## src/rtl/cte_scheduler_if.sv

```systemverilog
// rtl/cte_scheduler_if.sv - YUV/RGB source streams and CTE control/status bundle for cte_scheduler
interface cte_scheduler_if;
  logic        y_req;
  logic        y_valid;
  logic [7:0]  y_data;
  logic        y_ready;
  logic        r_req;
  logic        r_valid;
  logic [23:0] r_data;
  logic        r_ready;
  logic        cte_busy;
  logic        cte_out_valid;
  logic        cte_op_mode;
  logic        cte_in_en;
  logic [7:0]  cte_yuv_in;
  logic [23:0] cte_rgb_in;
  logic        owner;
  logic        job_done;
  logic        job_err;

  modport slave (
    input  y_req, y_valid, y_data, r_req, r_valid, r_data, cte_busy, cte_out_valid,
    output y_ready, r_ready, cte_op_mode, cte_in_en, cte_yuv_in, cte_rgb_in,
           owner, job_done, job_err
  );

  modport master (
    output y_req, y_valid, y_data, r_req, r_valid, r_data, cte_busy, cte_out_valid,
    input  y_ready, r_ready, cte_op_mode, cte_in_en, cte_yuv_in, cte_rgb_in,
           owner, job_done, job_err
  );
endinterface

```

## src/rtl/cte_scheduler.sv

```systemverilog
// rtl/cte_scheduler.sv - round-robin YUV/RGB job scheduler for the CTE; CTE_SCHED_TIMEOUT_EN adds a drain watchdog
module cte_scheduler #(
  parameter int BURST_LEN = 16,
  parameter int TIMEOUT   = 255
) (
  input  logic           clk,
  input  logic           reset,
  cte_scheduler_if.slave bus
);

  typedef enum logic [1:0] {
    IDLE  = 2'd0,
    SETUP = 2'd1,
    FEED  = 2'd2,
    DRAIN = 2'd3
  } state_t;

  // YUV jobs take two bytes per pixel and return one result per pixel;
  // RGB jobs take one pixel and return two YUV bytes per pixel.
  localparam logic [8:0] YUV_IN_LEN  = 9'(2 * BURST_LEN);
  localparam logic [8:0] RGB_IN_LEN  = 9'(BURST_LEN);
  localparam logic [8:0] YUV_OUT_LEN = 9'(BURST_LEN);
  localparam logic [8:0] RGB_OUT_LEN = 9'(2 * BURST_LEN);

  state_t     state_q, state_d;
  logic       owner_q, owner_d;
  logic       op_mode_q, op_mode_d;
  logic       last_rgb_q, last_rgb_d;
  logic [8:0] in_cnt_q, in_cnt_d;
  logic [8:0] out_cnt_q, out_cnt_d;

  logic       y_ready, r_ready, y_xfer, r_xfer;
  logic [8:0] in_len, out_len, out_cnt_next;
  logic       out_hit, drain_done, grant_rgb, wd_abort;

  // Source handshakes: only the owner may move data, and only while the CTE is free.
  always_comb begin
    in_len  = owner_q ? RGB_IN_LEN : YUV_IN_LEN;
    out_len = owner_q ? RGB_OUT_LEN : YUV_OUT_LEN;
    y_ready = (state_q == FEED) && !owner_q && !bus.cte_busy && (in_cnt_q < YUV_IN_LEN);
    r_ready = (state_q == FEED) &&  owner_q && !bus.cte_busy && (in_cnt_q < RGB_IN_LEN);
    y_xfer  = y_ready && bus.y_valid;
    r_xfer  = r_ready && bus.r_valid;
    out_hit = bus.cte_out_valid && ((state_q == FEED) || (state_q == DRAIN))
              && (out_cnt_q < out_len);
    out_cnt_next = out_cnt_q + {8'd0, out_hit};
    drain_done   = (state_q == DRAIN) && (out_cnt_next == out_len);
    // On a tie the requester that was not served last wins.
    grant_rgb    = bus.r_req && (!bus.y_req || !last_rgb_q);
  end

  assign bus.y_ready     = y_ready;
  assign bus.r_ready     = r_ready;
  assign bus.cte_in_en   = y_xfer || r_xfer;
  assign bus.cte_yuv_in  = y_xfer ? bus.y_data : 8'd0;
  assign bus.cte_rgb_in  = r_xfer ? bus.r_data : 24'd0;
  assign bus.cte_op_mode = op_mode_q;
  assign bus.owner       = owner_q;
  assign bus.job_done    = drain_done;
  assign bus.job_err     = wd_abort;

`ifdef CTE_SCHED_TIMEOUT_EN
  logic [15:0] idle_cnt_q, idle_cnt_d;

  // Watchdog: count DRAIN cycles since the last CTE output and abort at TIMEOUT.
  always_comb begin
    idle_cnt_d = '0;
    wd_abort   = 1'b0;
    if ((state_q == DRAIN) && !drain_done) begin
      if (bus.cte_out_valid) begin
        idle_cnt_d = '0;
      end else begin
        idle_cnt_d = idle_cnt_q + 16'd1;
        wd_abort   = (idle_cnt_d >= 16'(TIMEOUT));
      end
    end
  end

  // Watchdog counter register.
  always_ff @(posedge clk or negedge reset) begin
    if (!reset) begin
      idle_cnt_q <= '0;
    end else begin
      idle_cnt_q <= idle_cnt_d;
    end
  end
`else
  localparam int timeout_unused = TIMEOUT;
  assign wd_abort = 1'b0;
`endif

  // Next-state logic: grant in IDLE, one SETUP cycle, feed inputs, drain outputs.
  always_comb begin
    state_d    = state_q;
    owner_d    = owner_q;
    op_mode_d  = op_mode_q;
    last_rgb_d = last_rgb_q;
    in_cnt_d   = in_cnt_q;
    out_cnt_d  = out_cnt_q;
    case (state_q)
      IDLE: begin
        if (bus.y_req || bus.r_req) begin
          state_d    = SETUP;
          owner_d    = grant_rgb;
          op_mode_d  = grant_rgb;
          last_rgb_d = grant_rgb;
          in_cnt_d   = '0;
          out_cnt_d  = '0;
        end
      end
      SETUP: begin
        state_d = FEED;
      end
      FEED: begin
        out_cnt_d = out_cnt_next;
        if (y_xfer || r_xfer) begin
          in_cnt_d = in_cnt_q + 9'd1;
          if ((in_cnt_q + 9'd1) == in_len) begin
            state_d = DRAIN;
          end
        end
      end
      DRAIN: begin
        out_cnt_d = out_cnt_next;
        if (drain_done || wd_abort) begin
          state_d = IDLE;
        end
      end
      default: state_d = IDLE;
    endcase
  end

  // State and job bookkeeping registers.
  always_ff @(posedge clk or negedge reset) begin
    if (!reset) begin
      state_q    <= IDLE;
      owner_q    <= 1'b0;
      op_mode_q  <= 1'b0;
      last_rgb_q <= 1'b1;
      in_cnt_q   <= '0;
      out_cnt_q  <= '0;
    end else begin
      state_q    <= state_d;
      owner_q    <= owner_d;
      op_mode_q  <= op_mode_d;
      last_rgb_q <= last_rgb_d;
      in_cnt_q   <= in_cnt_d;
      out_cnt_q  <= out_cnt_d;
    end
  end

endmodule

```

## src/flat_wrapper.sv

```systemverilog
// flat-port wrapper written by rule: the top's interface ports become plain ports
module cte_scheduler_flat 
#(
  parameter int BURST_LEN = 16,
  parameter int TIMEOUT   = 255
)
  (clk, reset, bus_y_req, bus_y_valid, bus_y_data, bus_r_req, bus_r_valid, bus_r_data, bus_cte_busy, bus_cte_out_valid, bus_y_ready, bus_r_ready, bus_cte_op_mode, bus_cte_in_en, bus_cte_yuv_in, bus_cte_rgb_in, bus_owner, bus_job_done, bus_job_err);
  cte_scheduler_if bus_i ();
  input  logic clk;
  input  logic reset;
  input wire logic [$bits(bus_i.y_req)-1:0] bus_y_req;
  input wire logic [$bits(bus_i.y_valid)-1:0] bus_y_valid;
  input wire logic [$bits(bus_i.y_data)-1:0] bus_y_data;
  input wire logic [$bits(bus_i.r_req)-1:0] bus_r_req;
  input wire logic [$bits(bus_i.r_valid)-1:0] bus_r_valid;
  input wire logic [$bits(bus_i.r_data)-1:0] bus_r_data;
  input wire logic [$bits(bus_i.cte_busy)-1:0] bus_cte_busy;
  input wire logic [$bits(bus_i.cte_out_valid)-1:0] bus_cte_out_valid;
  output wire logic [$bits(bus_i.y_ready)-1:0] bus_y_ready;
  output wire logic [$bits(bus_i.r_ready)-1:0] bus_r_ready;
  output wire logic [$bits(bus_i.cte_op_mode)-1:0] bus_cte_op_mode;
  output wire logic [$bits(bus_i.cte_in_en)-1:0] bus_cte_in_en;
  output wire logic [$bits(bus_i.cte_yuv_in)-1:0] bus_cte_yuv_in;
  output wire logic [$bits(bus_i.cte_rgb_in)-1:0] bus_cte_rgb_in;
  output wire logic [$bits(bus_i.owner)-1:0] bus_owner;
  output wire logic [$bits(bus_i.job_done)-1:0] bus_job_done;
  output wire logic [$bits(bus_i.job_err)-1:0] bus_job_err;
  assign bus_i.y_req = bus_y_req;
  assign bus_i.y_valid = bus_y_valid;
  assign bus_i.y_data = bus_y_data;
  assign bus_i.r_req = bus_r_req;
  assign bus_i.r_valid = bus_r_valid;
  assign bus_i.r_data = bus_r_data;
  assign bus_i.cte_busy = bus_cte_busy;
  assign bus_i.cte_out_valid = bus_cte_out_valid;
  assign bus_y_ready = bus_i.y_ready;
  assign bus_r_ready = bus_i.r_ready;
  assign bus_cte_op_mode = bus_i.cte_op_mode;
  assign bus_cte_in_en = bus_i.cte_in_en;
  assign bus_cte_yuv_in = bus_i.cte_yuv_in;
  assign bus_cte_rgb_in = bus_i.cte_rgb_in;
  assign bus_owner = bus_i.owner;
  assign bus_job_done = bus_i.job_done;
  assign bus_job_err = bus_i.job_err;
  cte_scheduler #(.BURST_LEN(BURST_LEN), .TIMEOUT(TIMEOUT)) u_core (.clk(clk), .reset(reset), .bus(bus_i));
endmodule
```

## config.mk

```make
export PLATFORM = sky130hd
export DESIGN_NAME = cte_scheduler_flat
export DESIGN_NICKNAME = d
export VERILOG_FILES = /design/src/rtl/cte_scheduler_if.sv /design/src/rtl/cte_scheduler.sv /design/src/flat_wrapper.sv
export SDC_FILE = /design/constraint.sdc
export NUM_CORES = 1
export LEC_CHECK = 0
export ABC_AREA = 1
export BUFFER_PORTS_ARGS = -buffer_cell sky130_fd_sc_hd__buf_2
export CORE_ASPECT_RATIO = 0.6
export CORE_UTILIZATION = 47
export CTS_CLUSTER_SIZE = 24
export DETAILED_ROUTE_END_ITERATION = 12
export HOLD_SLACK_MARGIN = 0.12
export PLACE_DENSITY = 0.8
export SETUP_SLACK_MARGIN = 0.2
export SLEW_MARGIN = 20
export SYNTH_ARGS = -nofsm -noshare
export SYNTH_HDL_FRONTEND = slang
export SYNTH_SLANG_ARGS = --single-unit
```

## constraint.sdc

```tcl
create_clock -name clk -period 3.47 [get_ports clk]
set_clock_uncertainty 0.15 [all_clocks]
set_input_delay 0.694 -clock clk [delete_from_list [all_inputs] [get_ports clk]]
set_output_delay 0.694 -clock clk [all_outputs]
set_load 0.02 [all_outputs]
```

* Yosys cells after proc, flatten, opt, wreduce, memory -nomap -nowiden
Index checks and enable logic that the tools add are counted.
** Operators by class
- Add/sub/neg operators :: 2
- Magnitude comparators :: 3
- Eq/ne operators :: 9
- Mux-type cells :: 13
- Reductions and logical operators :: 28
** Operator list (count)
- 9-bit case mux with 2 select lines :: 2
- 24-bit 2-to-1 mux :: 1
- 9-bit == test :: 2
- 9-bit 2-to-1 mux :: 2
- 1-bit logical AND :: 12
- 6-bit 2-to-1 mux :: 2
- 9-bit by 1-bit adder with 9-bit output :: 1
- 9-bit by 1-bit adder with 9-bit output, second input constant :: 1
- 9-bit by 5-bit less-than comparator with 1-bit output, second input constant :: 1
- 9-bit by 6-bit less-than comparator with 1-bit output, second input constant :: 1
- 9-bit less-than comparator :: 1
- 2-bit 2-to-1 mux :: 4
- 8-bit 2-to-1 mux :: 1
- 2-bit case mux with 4 select lines :: 1
- 2-bit inequality test, second input constant :: 3
- 2-bit == test, second input constant :: 2
- 1-bit logical NOT :: 4
- 1-bit logical OR :: 4
- 2-bit AND reduction :: 2
- 4-bit AND reduction :: 1
- 2-bit nonzero test :: 2
- 3-bit AND reduction :: 1
- 2-bit by 1-bit == test with 1-bit output, second input constant :: 1
- 2-bit logical NOT :: 1
- 2 further kinds :: 2
** Storage, ports and cells
- Register bits :: 22
- Output and inout port bits :: 39

* Longest topological paths before layout
Gate-level depths: netlist (run 1).
- Word-level depth :: 9
- Depth in mapped cells :: 19
- Depth with buffers taken out :: 19

* Worst setup path before layout (run 1)
OpenSTA, ideal clock, no wires.
- Kind :: register to output
- Start point :: reg u_core.owner_q (netlist: u_core.bus.owner)
- End point :: out bus_job_done
- Data arrival time :: 2.766 ns
- Data required time :: 2.626 ns
- Path slack :: -0.140 ns
- Stages on the path, launching flop included :: 14
- Buffers on the path :: 0
- Cell sequence :: dfrtp_1 > inv_2 > ha_1 > a2111oi_0 > ha_1 > ha_1 > nand2_1 > nor2_1 > nand2_1 > nand2_1 > nand2_1 > nor2_1 > nand2_1 > nor3b_1
** Between the ends
- Longest elaborated chain between the ends :: 6
** Ends and longest elaborated chain
- start, declared :: line cte_scheduler.sv:26 : logic owner_q, owner_d;
- start signal, assigned :: line cte_scheduler.sv:144 : owner_q <= owner_d;
- 6-bit 2-to-1 mux (*) :: line cte_scheduler.sv:39 : out_len = owner_q ? RGB_OUT_LEN : YUV_OUT_LEN;
- 9-bit less-than comparator :: line cte_scheduler.sv:45 : && (out_cnt_q < out_len);
- 1-bit logical AND :: line cte_scheduler.sv:45
- 9-bit by 1-bit adder with 9-bit output :: line cte_scheduler.sv:46 : out_cnt_next = out_cnt_q + {8'd0, out_hit};
- 9-bit == test (*) :: line cte_scheduler.sv:47 : drain_done = (state_q == DRAIN) && (out_cnt_next == out_len);
- 1-bit logical AND (*) :: line cte_scheduler.sv:47
- end, declared :: line flat_wrapper.sv:26 : output wire logic [$bits(bus_i.job_done)-1:0] bus_job_done;
Mark *: on every way between the ends. The rest lies on a longest branch, timed or not.

* Final worst setup path (run 1)
Ends and elaborated chain as after synthesis.

==> run metrics, run 1 <==
outcome=finished, violations left; violated checks=setup timing; Num CTS Buffers=3; CTS tree=built; Area contributors post-synth=dfrtp_1, inv_1, nand2_1; final-layout fill cell count=250; Hold Slack=244 ps; area added between synthesis and finish=46.9%; global route overflow=0; RR Startpoint=u_core.bus.owner; die area=3990 sq um; Post-synth EDFFs=0; antenna violations before repair=0; dpl cells=401; R2R Path End=u_core.state_q[1]; Max Buffers Root-to-Sink=2; fin. max-slew vios=0; CP peak stage delay=430 ps; via count=2109; gr usage total=0.272; root buf cell=clkbuf_8; Synth Net Count=326; RSZ-0062 raised after global routing=yes; flop-to-flop setup slack=310 ps; Final setup viols=1; critical path required time=2630 ps; top-count cell post-synth=inv_1; Cells after Synth=279; post-route ant nets=0; DRC Markers=0; CP arrival=2720 ps; drt wl/cell=13.7 um; CP Buf/Inv Count=3; dominant synthesized flop cell=dfrtp_1; Synth top cells by count=inv_1, nand2_1, nor2_1; setup TNS=-96.0 ps; MaxCap Viol Count=0; Worst Tran Pin Value=635 ps; P per Cell Area=538 nW/um^2; Async SR Flop Fraction=1.00; vias in the first global route=1752; input/output buffers=77; area share of the largest cell type after synthesis=0.299; Rows=16; CP delay by family, top=simple AND/OR/NAND/NOR gates; vias per std cell=5.00; final RePlAce weighted congestion=0.889; Yosys warning count=0; Tcrit/Tclk final=1.03; Clock transition at path regs=80 ps; Max Fclk=0.280 GHz; clk_lat worst skew=260 ps; VDD IR max=0.621 mV; number of synthesized register bits=22; Clock Sinks=22; H-tree levels=1; Crit Path Max Fanout=6; pin count of the biggest net entering global routing=27; Final #Nets=425; register area share after synthesis=0.314; Final min period=3570 ps; Ports=79; Relative slew margins=0.574; 1st-pass router iterations=5; DP Wirelength=3860 um; antenna cells=0; pre-CTS WS=96.9 ps; layout cells sized above 1=0.403; DRT iter0 DRCs=169; mapped cell area=1760 sq um; Netlist cell types=28; first-pass GRT wire length=8200 um; slowest library cell on the worst path=dfrtp_2; Hold Crit Class=in2async; crit path cell chain=inv_4, buf_4, nand2_2, a2111oi_4, ha_2, ha_4, nand3_1, nand2_1, nand3_1, nand2_1, nand3_4, nor3b_4, buf_6; DIE HEIGHT=49.4 um; Crit Path Class=reg2out; Synth area leader=dfrtp_1; R2R depth=19; DRT Wirelength=5790 um; crit end category=output pin; Leak Pwr=0.00158 uW; core area=3400 sq um; final hold vios=0; Initial Utilization=0.516; final cell count without fillers=422; Avg Inst Size Synth=6.30 sq um; final worst slack=-96.0 ps; CP startpoint kind=flip-flop; Die X=80.9 um
per-stage QoR:
step           utilization  total power (uW)  cell area (sq um)
2_1_floorplan            -               789               1780
6_report             0.758              1390               2580
3_3_place_gp         0.656               959               2230
3_5_place_dp         0.656               972               2230
4_1_cts              0.724              1260               2460
5_1_grt              0.758              1480               2580
power by group:
| group | internal [uW] | switching [uW] | leakage, uW | total [uW] |
|---|---|---|---|---|
| clock | 101 | 82.9 | 0.0000288 | 184 |
| combinational | 331 | 515 | 0.00125 | 845 |
| sequential | 306 | 51.7 | 0.000293 | 358 |
| total | 738 | 649 | 0.00158 | 1390 |
layout make-up:
cell class | count | area [sq um] | share of cell area
Inverter | 73 | 279 | 0.108
Sequential cell | 22 | 554 | 0.215
Tap cell | 45 | 56.3 | 0.0218
Timing Repair Buffer | 98 | 549 | 0.213
Multi-Input combinational cell | 180 | 1090 | 0.421
Clock buffer | 4 | 55.1 | 0.0213
registers in the layout, indices dropped and copies added, names as in the netlist:
register and count:
u_core.last_rgb_q 1, u_core.in_cnt_q 9, u_core.state_q 2, u_core.bus.owner 1
u_core.out_cnt_q 9
worst register-to-register path, cell delays in order (launching register included):
cell and delay (ps):
dfrtp_2 430, inv_4 70, buf_4 160, nand2_2 90, a2111oi_4 300, ha_2 270, ha_4 180, nand2_4 80
nor2_4 120, nand2_2 60, nand2_2 50, nand2_2 60, nor2_2 140, nand2_2 90, buf_4 140, buf_4 120
o21ai_1 230, nand3_1 140, nand2_1 100, nand2_1 60
repair_timing:
| item | CTS | global route |
|---|---|---|
| endpoints found under the setup margin | 1 | 3 |
| hold buffers | 0 | 0 |
| setup buffers | 13 | 4 |
| gates resized for setup | 20 | 23 |
| pin swaps | 13 | 13 |
per-layer routing:
| metal | share of wire | wire [um] | vias up | global-route usage |
|---|---|---|---|---|
| met1 | 0.38 | 2200 | 906 | 0.369 |
| met5 | 0 | 0 | - | 0 |
| met3 | 0.12 | 667 | 17 | 0.0598 |
| met4 | 0.024 | 140 | 0 | 0.0446 |
| li1 | - | - | 1048 | - |
| met2 | 0.48 | 2780 | 138 | 0.451 |
cell families (layout without fill, tap and decap cells):
| family | Yosys count | in the layout | synth area share |
|---|---|---|---|
| DFF | 22 | 22 | 0.314 |
| buffers and inverters | 77 | 175 | 0.169 |
| and+or+nand+nor | 150 | 150 | 0.391 |
| AOI/OAI and AO/OA | 22 | 22 | 0.0741 |
| other | 1 | 1 | 0.00213 |
| adders and majority gates | 7 | 7 | 0.0499 |
cells in the final DEF (no fill, tap or decap), drive strengths merged:
master / count
nor3b: 1
nor4: 1
o22ai: 10
buf: 98
nand4: 7
a2111oi: 1
nor3: 4
inv: 73
dfstp: 1
nand3: 21
nor2: 47
o21ai: 9
a21oi: 1
clkbuf: 4
o32ai: 1
nand2: 68
and2: 1
ha: 7
conb: 1
dfrtp: 21
worst max path at each step:
stage,slack [ps],to,cells after the start,startpoint
global placement,140,bus_job_done,14,bus_cte_out_valid
CTS,-60,bus_job_done,16,u_core.state_q[1]
finish,-100,bus_job_done,13,u_core.bus.owner
floorplan,210,bus_job_done,13,u_core.bus.owner
global route,-200,bus_job_done,17,u_core.state_q[0]
detailed placement,100,bus_job_done,14,bus_cte_out_valid
Note: power is estimated with default switching activity, not from simulation.
==> run 2: changes to the inputs <==
--- a/config.mk
+++ b/config.mk
@@ -14,7 +14,6 @@
 export HOLD_SLACK_MARGIN = 0.12
 export PLACE_DENSITY = 0.8
 export SETUP_SLACK_MARGIN = 0.2
-export SLEW_MARGIN = 20
 export SYNTH_ARGS = -nofsm -noshare
 export SYNTH_HDL_FRONTEND = slang
 export SYNTH_SLANG_ARGS = --single-unit
==> constraint.sdc (replaced) <==
create_clock -name clk -period 3.47 [get_ports clk]
set_clock_uncertainty 0.15 [all_clocks]
set_input_delay 0.694 -clock clk [delete_from_list [all_inputs] [get_ports clk]]
set_output_delay 0.694 -clock clk [all_outputs]
set_load 0.1 [all_outputs]
==> run 2 against run 1 <==
Compared with the run above: the flow still finishes with violations (setup timing); combinational power grew 13%; clock power is 3% higher; critical path depth grew 4; die area unchanged; register-to-register slack improved by 220 ps; non-clock buffer count down 13; critical path type unchanged; largest power group unchanged.
==> run metrics, run 2 (synthesis gave the netlist of run 1 again) <==
outcome=finished, violations left; violated checks=setup timing; Worst Tran Pin Value=760 ps (+125 ps); die area=3990 sq um (unchanged); CP arrival=2800 ps (+80 ps); Max Buffers Root-to-Sink=2 (unchanged); Crit Path Class=reg2out; first-pass GRT wire length=8450 um (+3.0%); Rows=16 (unchanged); global route overflow=0 (unchanged); Die X=80.9 um (unchanged); DP Wirelength=3960 um (+2.7%); Final setup viols=1 (unchanged); root buf cell=clkbuf_8; DRT iter0 DRCs=112 (-34%); DIE HEIGHT=49.4 um (unchanged); area added between synthesis and finish=49.6%; Final Core Density=0.772 (+0.0140); CP startpoint kind=flip-flop; vias in the first global route=1834 (+4.7%); final worst slack=-175 ps (-79.2 ps); Clock transition at path regs=90 ps (about the same); Num CTS Buffers=3 (unchanged); VDD IR max=0.598 mV (-3.7%); Max Fclk=0.274 GHz (-2.2%); Clock Sinks=22 (unchanged); Relative slew margins=0.490 (-0.0836); input/output buffers=77 (unchanged); DRC Markers=0 (unchanged); Power Total=1500 uW (+7.9%); Largest regs=u_core.in_cnt_q: 9 flops, u_core.out_cnt_q: 9 flops, u_core.state_q: 2 flops; Crit Path Max Fanout=3 (-3); clk_lat worst skew=260 ps (about the same); fin. max-slew vios=0 (unchanged); H-tree levels=1 (unchanged); drt wl/cell=13.7 um (about the same); 1st-pass router iterations=4 (-1); post-route ant nets=0 (unchanged); via count=2059 (-2.4%); final RePlAce weighted congestion=0.932 (+4.8%); P per Cell Area=569 nW/um^2 (+5.9%); vias per std cell=5.02 (+0.49%); design area=2630 sq um (+1.8%); Initial Utilization=0.516 (unchanged); Hold Slack=240 ps (-4.35 ps); core area=3400 sq um (unchanged); Final #Nets=413 (-2.8%); R2R depth=20 (+1); antenna cells=0 (unchanged); RSZ-0062 raised after global routing=yes; most frequent cells in the layout=inv_1, nand2_1, buf_2, nor2_2, buf_4; critical path required time=2630 ps (about the same); Tcrit/Tclk final=1.05 (+0.0228); CTS tree=built; Hold Crit Class=in2async; final hold vios=0 (unchanged); antenna violations before repair=0 (unchanged); crit end category=output pin; gr usage total=0.284 (+0.0117); placed inst area=2360 sq um (+5.7%); commonest non-fill, non-tap cell in the layout=inv_1; MaxCap Viol Count=0 (unchanged); Leak Pwr=0.00149 uW (-5.4%); Final min period=3650 ps (+79.2 ps); pin count of the biggest net entering global routing=27 (unchanged); Hold Buf Count CTS=0 (unchanged); Ports=79 (unchanged); pre-CTS WS=83.3 ps (-13.6 ps); DRT Wirelength=5620 um (-2.9%); layout cells sized above 1=0.427 (+0.0242)
run 2: changes by cell type in the layout (fill, tap and decap cells not counted), moves of 8 or more:
cell	previous run	this run
buf_2	76	51
nor2_1	40	12
nor2_2	2	33
buf_6	1	11
nand2_1	56	65
nand2_2	11	3
run 2: final cells by class:
class | instances | area, sq um
multi-input cells | 181 | 1120
fillers | 263 | 774
repair buffers | 85 | 564
flip-flops and latches | 22 | 556
inverters | 73 | 282
well taps | 45 | 56.3
clock buffers | 4 | 55.1
run 2: critical path, cell delays in order, from the launching register on:
cell,delay [ps]
dfrtp_1,420
inv_2,70
ha_2,170
nor2_1,50
inv_1,90
nand3_2,90
a2111oi_4,200
ha_2,260
ha_4,150
nand2_2,60
inv_2,70
nand2_1,70
nand2_1,90
nand2_1,80
nand3_2,110
nand3_4,110
nor3b_4,240
buf_12,200
run 2: path summary, 6_finish.rpt:
path                            slack [ps]               from             endpoint
worst max-delay path                  -180  u_core.state_q[0]         bus_job_done
worst min register to register         340  u_core.last_rgb_q    u_core.last_rgb_q
worst max register to register         530  u_core.state_q[0]    u_core.state_q[0]
max in group asynchronous             2540              reset     u_core.bus.owner
min in group clk                       340  u_core.last_rgb_q    u_core.last_rgb_q
worst min-delay path                   240              reset  u_core.out_cnt_q[2]
run 2: report_power, final:
group          switching, uW  internal (uW)  leakage (uW)
clock network           87.3            101     0.0000288
registers               47.5            308      0.000295
logic                    682            271       0.00117
total                    816            680       0.00149
run 2: through the flow:
stage,cells,setup TNS (ps)
floorplan,279,-440
global placement,399,0
detailed placement,399,0
CTS,408,-127
global route,410,-395
finish,410,-175
run 2: per-layer routing:
layer  global-route usage  share of wire  routed length, um
met1                0.365           0.42               2340
met3               0.0654          0.085                476
met4               0.0863          0.024                133
met2                0.472           0.48               2670
met5                    0              0                  0
run 2: what timing repair did:
item | CTS | global route
hold endpoints to repair | 0 | 0
resized for setup | 36 | 14
pin swaps | 4 | 4
setup endpoints to repair | 26 | 26
gates cloned | 0 | 1
setup buffers | 5 | 1
==> run 3: changes to the inputs <==
--- a/config.mk
+++ b/config.mk
@@ -7,8 +7,9 @@
 export LEC_CHECK = 0
 export ABC_AREA = 1
 export BUFFER_PORTS_ARGS = -buffer_cell sky130_fd_sc_hd__buf_2
-export CORE_ASPECT_RATIO = 0.6
+export CORE_ASPECT_RATIO = 1.75
 export CORE_UTILIZATION = 47
+export CTS_CLUSTER_DIAMETER = 50
 export CTS_CLUSTER_SIZE = 24
 export DETAILED_ROUTE_END_ITERATION = 12
 export HOLD_SLACK_MARGIN = 0.12
==> run 3 against run 2 <==
Compared with the run above: the flow still finishes with violations (setup timing); combinational power is 2% higher; via count is 2.0% higher; sequential share of layout area is 0.10 points higher; first-iteration DRC count is 57% lower; final area is 0.48% lower; utilization is 4.4 points lower; power is 0.38% lower; cell count is 0.24% higher; sequential cell count stayed put; highest routed layer unchanged.
==> run metrics, run 3 (synthesis gave the netlist of run 1 again) <==
M2 GR Usage=0.458 (-0.0138); Max Buffers Root-to-Sink=2 (unchanged); CP startpoint kind=flip-flop; area added between synthesis and finish=48.9%; final hold vios=0 (unchanged); MaxCap Viol Count=0 (unchanged); P per Cell Area=570 nW/um^2 (+0.10%); most frequent cells in the layout=inv_1, nand2_1, buf_2, nor2_2, buf_4; Largest regs=u_core.in_cnt_q: 9 flops, u_core.out_cnt_q: 9 flops, u_core.state_q: 2 flops; 1st-pass router iterations=4 (unchanged); pin count of the biggest net entering global routing=23 (-15%); DRT Wirelength=5260 um (-6.5%); vias in the first global route=1934 (+5.5%); Leak Pwr=0.00149 uW (-0.44%); DP Wirelength=3770 um (-4.7%); M1 GR Usage=0.308 (-0.0575); Final Core Density=0.728 (-0.0441); root buf cell=clkbuf_8; Rows=29 (+13); DIE HEIGHT=82.9 um (+68%); core area=3590 sq um (+5.6%); VDD IR max=0.446 mV (-25%); Power Total=1490 uW (-0.38%); gr usage total=0.277 (-0.00764); final cell count without fillers=411 (+0.24%); Crit Path Class=reg2out; Clock Sinks=22 (unchanged); crit end category=output pin; critical path required time=2630 ps (about the same); final worst slack=-211 ps (-35.8 ps); Hold Crit Class=in2async; Die X=48.2 um (-40%); Ports=79 (unchanged); final-layout fill cell count=258 (-1.9%); Final #Nets=413 (unchanged); Tcrit/Tclk final=1.06 (+0.0103); Num CTS Buffers=3 (unchanged); outcome=finished, violations left; fin. max-slew vios=0 (unchanged); violated checks=setup timing; DRC Markers=0 (unchanged); Top Usage Layer GRT=met2; antenna violations before repair=0 (unchanged); global route overflow=0 (unchanged); CP arrival=2840 ps (+40 ps); Crit Path Max Fanout=4 (+1); vias per std cell=5.11 (+1.7%); CP dominant cell by count=nand2_1; CP peak stage delay=400 ps (-20 ps); commonest non-fill, non-tap cell in the layout=inv_1; Max Fclk=0.272 GHz (-0.97%); input/output buffers=77 (unchanged); CTS tree=built; Final setup viols=1 (unchanged); RSZ-0062 raised after global routing=yes; RR Startpoint=u_core.state_q[1]; antenna cells=0 (unchanged); Worst Tran Pin Value=671 ps (-89.0 ps); GR met3 Demand/Resource=0.0500 (-0.0154); die area=4000 sq um (about the same); Initial Utilization=0.489 (-0.0271); post-route ant nets=0 (unchanged); Final min period=3680 ps (+35.8 ps); final RePlAce weighted congestion=0.885 (-5.0%); clk_lat worst skew=270 ps (about the same); dpl cells=399 (unchanged); Relative slew margins=0.550 (+0.0597); layout cells sized above 1=0.438 (+0.0110); crit path cell chain=ha_1, nor2_1, inv_1, nand3_2, a2111oi_4, ha_2, ha_4, nand2_2, nor2_2, nand2_1, nand2_1, nand2_1, nor2_2, nand2_2, nor3b_4, buf_12; CP Launch Point=u_core.state_q[1]; slowest library cell on the worst path=dfrtp_1; Clock transition at path regs=80 ps (about the same); via count=2100 (+2.0%); first-pass GRT wire length=8170 um (-3.3%); drt wl/cell=12.8 um (-6.7%); H-tree levels=1 (unchanged); DRT iter0 DRCs=48 (-57%)
## run 3: path summary, 6_finish.rpt
check | cells after the start | endpoint | slack, ps
setup / recovery | 16 | bus_job_done | -210
max in group asynchronous | 1 | u_core.bus.owner | 2530
setup reg to reg | 16 | u_core.state_q[1] | 430
hold reg to reg | 2 | u_core.last_rgb_q | 320
hold / removal | 1 | u_core.in_cnt_q[2] | 240
min in group clk | 2 | u_core.last_rgb_q | 320
## run 3: layout make-up
cell class / instances / area [sq um] / area share
Clock buffer: 4 / 45.0 / 0.0172
Inverter: 73 / 282 / 0.108
Multi-Input combinational cell: 181 / 1120 / 0.429
Sequential cell: 22 / 556 / 0.212
Tap cell: 46 / 57.6 / 0.0220
Timing Repair Buffer: 85 / 553 / 0.211
## run 3: per-layer routing
metal	wire [um]	share of wire	vias to the layer above
met5	0	0	-
met1	1990	0.38	950
met3	310	0.059	19
li1	-	-	1022
met2	2740	0.52	109
met4	222	0.042	0
## run 3: metrics by stage
| stage | cell area [sq um] | hold slack [ps] | TNS [ps] | setup slack [ps] |
|---|---|---|---|---|
| finish | 2620 | 245 | -211 | -211 |
| global route | 2620 | 273 | -332 | -332 |
| CTS | 2530 | 257 | -130 | -130 |
| detailed placement | 2350 | 307 | 0 | 69.5 |
| global placement | 2350 | 305 | 0 | 122 |
| floorplan | 1910 | 248 | -440 | -389 |
## run 3: power breakdown
part,leakage [uW],internal (uW),switching [uW]
Sequential,0.000295,308,45.4
Combinational,0.00117,270,698
Clock,0.0000228,82.1,88.3
Total,0.00149,660,832
## run 3: what timing repair did
action	CTS	global route
hold buffers	0	0
endpoints found under the setup margin	26	28
gates cloned	1	0
buffers inserted	4	3
gates resized for setup	34	12
pin swaps	6	6
## run 3: critical path, delay by kind of cell, from the launching register on
family                   cells  cell delay, ps
AO/OA/AOI/OAI                1             230
AND/OR/NAND/NOR             10            1000
adder cells (fa/ha/maj)      3             630
flip-flops                   1             400
buffers and inverters        2             290
